### config.mk
export PLATFORM = sky130hd
export DESIGN_NAME = q_dequant
export DESIGN_NICKNAME = d
export VERILOG_FILES = /design/src/rtl/q_dequant.sv
export SDC_FILE = /design/constraint.sdc
export NUM_CORES = 2
export LEC_CHECK = 0
export CORE_ASPECT_RATIO = 0.5
export CORE_MARGIN = 4
export CORE_UTILIZATION = 55
export CTS_CLUSTER_DIAMETER = 40
export DETAILED_ROUTE_END_ITERATION = 6
export GPL_TIMING_DRIVEN = 1
export HOLD_SLACK_MARGIN = 0.06
export PLACE_DENSITY = 0.73
export SYNTH_ARGS = -nofsm -noshare
export SYNTH_HDL_FRONTEND = slang
export SYNTH_SLANG_ARGS = --single-unit
### constraint.sdc
create_clock -name clk -period 10.3 [get_ports clk]
set_input_delay 1.03 -clock clk [delete_from_list [all_inputs] [get_ports clk]]
set_output_delay 1.03 -clock clk [all_outputs]
set_load 0.02 [all_outputs]
### src/rtl/q_dequant.sv
// q_dequant: three-stage int8 -> Q(FRAC_BITS) dequantizer.
// Subtract zero point, multiply by a Q31 scale, then round half-up, shift and saturate.
`default_nettype none

module q_dequant #(
    parameter int FRAC_BITS = 16
) (
    input  logic               clk,
    input  logic               rst_n,
    input  logic               cfg_load,
    input  logic signed [31:0] cfg_zero_point,
    input  logic signed [31:0] cfg_multiplier,
    input  logic        [5:0]  cfg_rshift,
    input  logic               in_valid,
    output logic               in_ready,
    input  logic signed [7:0]  in_data,
    output logic               out_valid,
    input  logic               out_ready,
    output logic signed [31:0] out_data,
    output logic               idle,
    output logic               sat_flag
);

    // FRAC_BITS only documents the output format; it must fit the 32-bit result.
    if (FRAC_BITS > 31) begin : g_frac_bits_range
    end

    localparam logic signed [64:0] C_MAX = 65'sd2147483647;
    localparam logic signed [64:0] C_MIN = -65'sd2147483648;

    logic signed [31:0] zp_q, zp_d;
    logic signed [31:0] mult_q, mult_d;
    logic        [5:0]  rshift_q, rshift_d;

    logic               s1_v_q, s1_v_d;
    logic signed [32:0] s1_diff_q, s1_diff_d;
    logic               s2_v_q, s2_v_d;
    logic signed [64:0] s2_prod_q, s2_prod_d;
    logic               out_valid_q, out_valid_d;
    logic signed [31:0] out_data_q, out_data_d;
    logic               sat_q, sat_d;

    logic               en;
    logic               accept;
    logic               cfg_accept;
    logic signed [32:0] w_diff;
    logic signed [64:0] w_prod;
    logic signed [64:0] w_rnd;
    logic signed [64:0] w_sum;
    logic signed [64:0] w_shr;
    logic signed [31:0] w_clip;
    logic               w_sat;

    assign en         = out_ready | ~out_valid_q;
    assign idle       = ~(s1_v_q | s2_v_q | out_valid_q);
    assign in_ready   = en & ~cfg_load;
    assign accept     = in_valid & in_ready;
    assign cfg_accept = cfg_load & idle;

    assign w_diff = $signed({{25{in_data[7]}}, in_data}) - $signed({zp_q[31], zp_q});
    assign w_prod = $signed({{32{s1_diff_q[32]}}, s1_diff_q})
                  * $signed({{33{mult_q[31]}}, mult_q});

    // The product magnitude stays below 2^63, so the 65-bit rounding add cannot wrap.
    assign w_rnd = (rshift_q == 6'd0) ? 65'sd0 : (65'sd1 <<< (rshift_q - 6'd1));
    assign w_sum = s2_prod_q + w_rnd;
    assign w_shr = w_sum >>> rshift_q;

    always_comb begin
        w_sat  = 1'b0;
        w_clip = w_shr[31:0];
        if (w_shr > C_MAX) begin
            w_clip = 32'h7FFF_FFFF;
            w_sat  = 1'b1;
        end else if (w_shr < C_MIN) begin
            w_clip = 32'h8000_0000;
            w_sat  = 1'b1;
        end
    end

    always_comb begin
        zp_d        = zp_q;
        mult_d      = mult_q;
        rshift_d    = rshift_q;
        s1_v_d      = s1_v_q;
        s1_diff_d   = s1_diff_q;
        s2_v_d      = s2_v_q;
        s2_prod_d   = s2_prod_q;
        out_valid_d = out_valid_q;
        out_data_d  = out_data_q;
        sat_d       = sat_q;

        if (en) begin
            s1_v_d      = accept;
            s1_diff_d   = w_diff;
            s2_v_d      = s1_v_q;
            s2_prod_d   = w_prod;
            out_valid_d = s2_v_q;
            out_data_d  = w_clip;
            if (s2_v_q && w_sat) begin
                sat_d = 1'b1;
            end
        end

        // Only reachable with an empty pipeline, so no beat ever sees a config change.
        if (cfg_accept) begin
            zp_d     = cfg_zero_point;
            mult_d   = cfg_multiplier;
            rshift_d = cfg_rshift;
            sat_d    = 1'b0;
        end
    end

    always_ff @(posedge clk or negedge rst_n) begin
        if (!rst_n) begin
            zp_q        <= '0;
            mult_q      <= '0;
            rshift_q    <= '0;
            s1_v_q      <= 1'b0;
            s1_diff_q   <= '0;
            s2_v_q      <= 1'b0;
            s2_prod_q   <= '0;
            out_valid_q <= 1'b0;
            out_data_q  <= '0;
            sat_q       <= 1'b0;
        end else begin
            zp_q        <= zp_d;
            mult_q      <= mult_d;
            rshift_q    <= rshift_d;
            s1_v_q      <= s1_v_d;
            s1_diff_q   <= s1_diff_d;
            s2_v_q      <= s2_v_d;
            s2_prod_q   <= s2_prod_d;
            out_valid_q <= out_valid_d;
            out_data_q  <= out_data_d;
            sat_q       <= sat_d;
        end
    end

    assign out_valid = out_valid_q;
    assign out_data  = out_data_q;
    assign sat_flag  = sat_q;

endmodule

`default_nettype wire
==> results.md <==
- Outcome: finished clean
- IO Pins: 119
- Asr flop ratio synth: 100%
- RSZ-0062 raised after global routing: false
- Yosys reg bits: 204
- Reg2reg end: s2_prod_q[63]
- CP Class: flop to flop
- Mapped Cells: 6725
- # resized after CTS: 0
- Largest family of logic cells by synthesized area: adder cells
- GRT Overall Usage: 35.6%
- Synth area leaders: fa_1, dfrtp_1, inv_1, nand2_1, ha_1
- Routed vias: 48700
- Row cnt: 83
- Inserted Clock Buffers: 40
- Initial Utilization: 55.4%
- GRT overflow: 0
- Critical path's slowest cell: a2111oi_0
- Post-Syn Nets: 8204
- Final Hold Vio Count: 0
- Drc violations: 0
- Max transition margin: 17.7%
- CTS sink count: 204
- Area Overhead vs Synth: 6.51%
- Initial DRC count: 4944
- Cts hold-fix bufs: 0
- Share of post-route cells with drive strength above 1: 5.47%
- Reg2Reg Setup Slack: 0.60 ns
- Netlist cell types: 108
- CTS tree: done
- Area after DPL: 59100 um2
- Die Y: 235 um
- Number of antenna violations at the first check in global routing: 8
- Clock Path Buffers: 3
- Nets: 8081
- Routed WL per cell: 24.1 um
- Mux cell area share after synthesis: 2.91%
- Worst Hold Class: primary input to asynchronous set/reset pin
- Final ANT Viol Nets: 0
- Compound-Gate Fraction of Synth Area: 12.1%
- R2r startpoint: mult_q[2]
- Crit-path max cell delay: 0.85 ns
- Biggest area consumer among synthesized cells: fa_1
- Clock latency on the worst-skew pair: 0.60 ns
- Simple-Gate Fraction of Synth Area: 17.4%
- Post-Synth Adder-Cell Area: 45.4%
- Vias/cell: 6.09
- CP Capture Type: flop
- # Post-CTS Setup Buffers: 0
- RD Place Congestion: 1.02
- Yosys top cell area share: 39.2%
- Worst EP arrival: 10.14 ns
- Final Max Slew Viols: 0
- Total wire length: 192000 um
- Final setup viols: 0
- Detailed Place HPWL: 156000 um
- Reg clk slew, reported paths: 0.05 ns
- Avg Inst Size Synth: 8.45 um2
- Most frequent cells after synthesis: inv_1, fa_1, nand2_1
- Worst setup SP type: flop
- Reg2Reg Depth: 29
- Ys Warns: 0
- Worst clock skew: 0.0312 ns
- Post-Syn Area: 56800 um2
- Min Tclk post-route: 9.70 ns
- MaxCap Viol Count: 0
- EDFF count, synth: 0
- Fin crit share: 94.1%
- Main synth FF type: dfrtp_1
- Register area share after synthesis: 8.98%
- Slew @ Worst Pin: 1.23 ns
- Vias in the first global route: 50600
- First-pass DRT Iterations: 7
- H-tree depth: 2
- Die area: 109000 um2
- Most common cell in the netlist: inv_1
- Die Span X: 463 um
- CP max FO: 15
- IO buf count: 118
- Post-synthesis xor/xnor area fraction: 2.17%
- Fmax achieved: 103 MHz
- N_diodes: 0
- Worst EP required: 10.74 ns
- CP most frequent cell: fa_1
- Core Area: 103000 um2
- CTS Root Cell: clkbuf_16
- Final Cell Area: 60500 um2
- Largest net degree at the start of global routing: 89
- Setup TNS: 0 ns
- First-pass GRT wire length: 300000 um
## state kept, by name, summed over array words and instances, names as in the netlist
register   count
rshift_q       6
s1_v_q         1
s2_v_q         1
out_data      32
mult_q        32
s2_prod_q     65
out_valid      1
zp_q          32
sat_flag       1
s1_diff_q     33
## cell usage in the layout, fill, tap and decap left out, types with 131 or more instances in the layout
cell type     n
dfrtp_1     195
o21ai_0     228
fa_1       1114
a21oi_1     303
inv_1      1220
and2_1      291
buf_4       131
nor2_1      317
ha_1        282
nand2_1    1091
## cells by family (layout without fill, tap and decap cells)
kind of cell | Yosys count | in the layout
simple gates | 2156 | 2156
buf+inv | 1638 | 1547
fa+ha+maj | 1396 | 1396
compound gates | 1053 | 1053
flops | 204 | 204
xor+xnor | 141 | 141
mux | 136 | 136
other cells | 1 | 1
## routing by layer
metal	GRT usage, %	wire length, um	vias up
met5	0	103	-
met4	15.2	9910	16
met3	8.48	19300	535
met2	55.2	85300	2631
met1	48.2	77800	24600
li1	-	-	20900
## layout make-up
class	instances	area, um2
Clock buffer	49	1100
Clock inverter	25	333
Fill cell	9114	42100
Inverter	1223	4590
Multi-Input combinational cell	4883	45500
Sequential cell	204	5120
Tap cell	1360	1700
Timing Repair Buffer	250	2190
## worst max-delay path, delay by kind of cell, from the launching register on
kind            cells  cell delay (ns)
fa+ha+maj           9             4.33
compound gates      8             2.71
simple gates        5             0.99
flops               1             0.74
buf+inv             6             0.60
xor+xnor            1             0.15
## per-stage QoR
stage                     hold slack [ns]  setup slack (ns)  cells  util, %
after global placement              0.467             0.800   7920     57.6
after global routing                0.513            0.0351   7994     59.0
after detailed placement            0.471             0.568   7920     57.6
final                               0.483             0.605   7994     59.0
after floorplan                     0.445              2.02   6725        -
after CTS                           0.488             0.571   7994     59.0
## how the worst max path moves through the flow
stage / from / to / cells past startpoint / slack, ns
4_1_cts: s1_diff_q[12] / s2_prod_q[63] / 26 / 0.57
2_1_floorplan: mult_q[5] / s2_prod_q[62] / 33 / 2.02
3_3_place_gp: s1_diff_q[13] / s2_prod_q[63] / 28 / 0.80
3_5_place_dp: s1_diff_q[12] / s2_prod_q[63] / 28 / 0.57
5_1_grt: s1_diff_q[8] / s2_prod_q[63] / 28 / 0.04
6_report: mult_q[2] / s2_prod_q[63] / 29 / 0.60
Power is not shown: default switching activity piles up to over one toggle a cycle in this logic, so the estimate is an artifact.
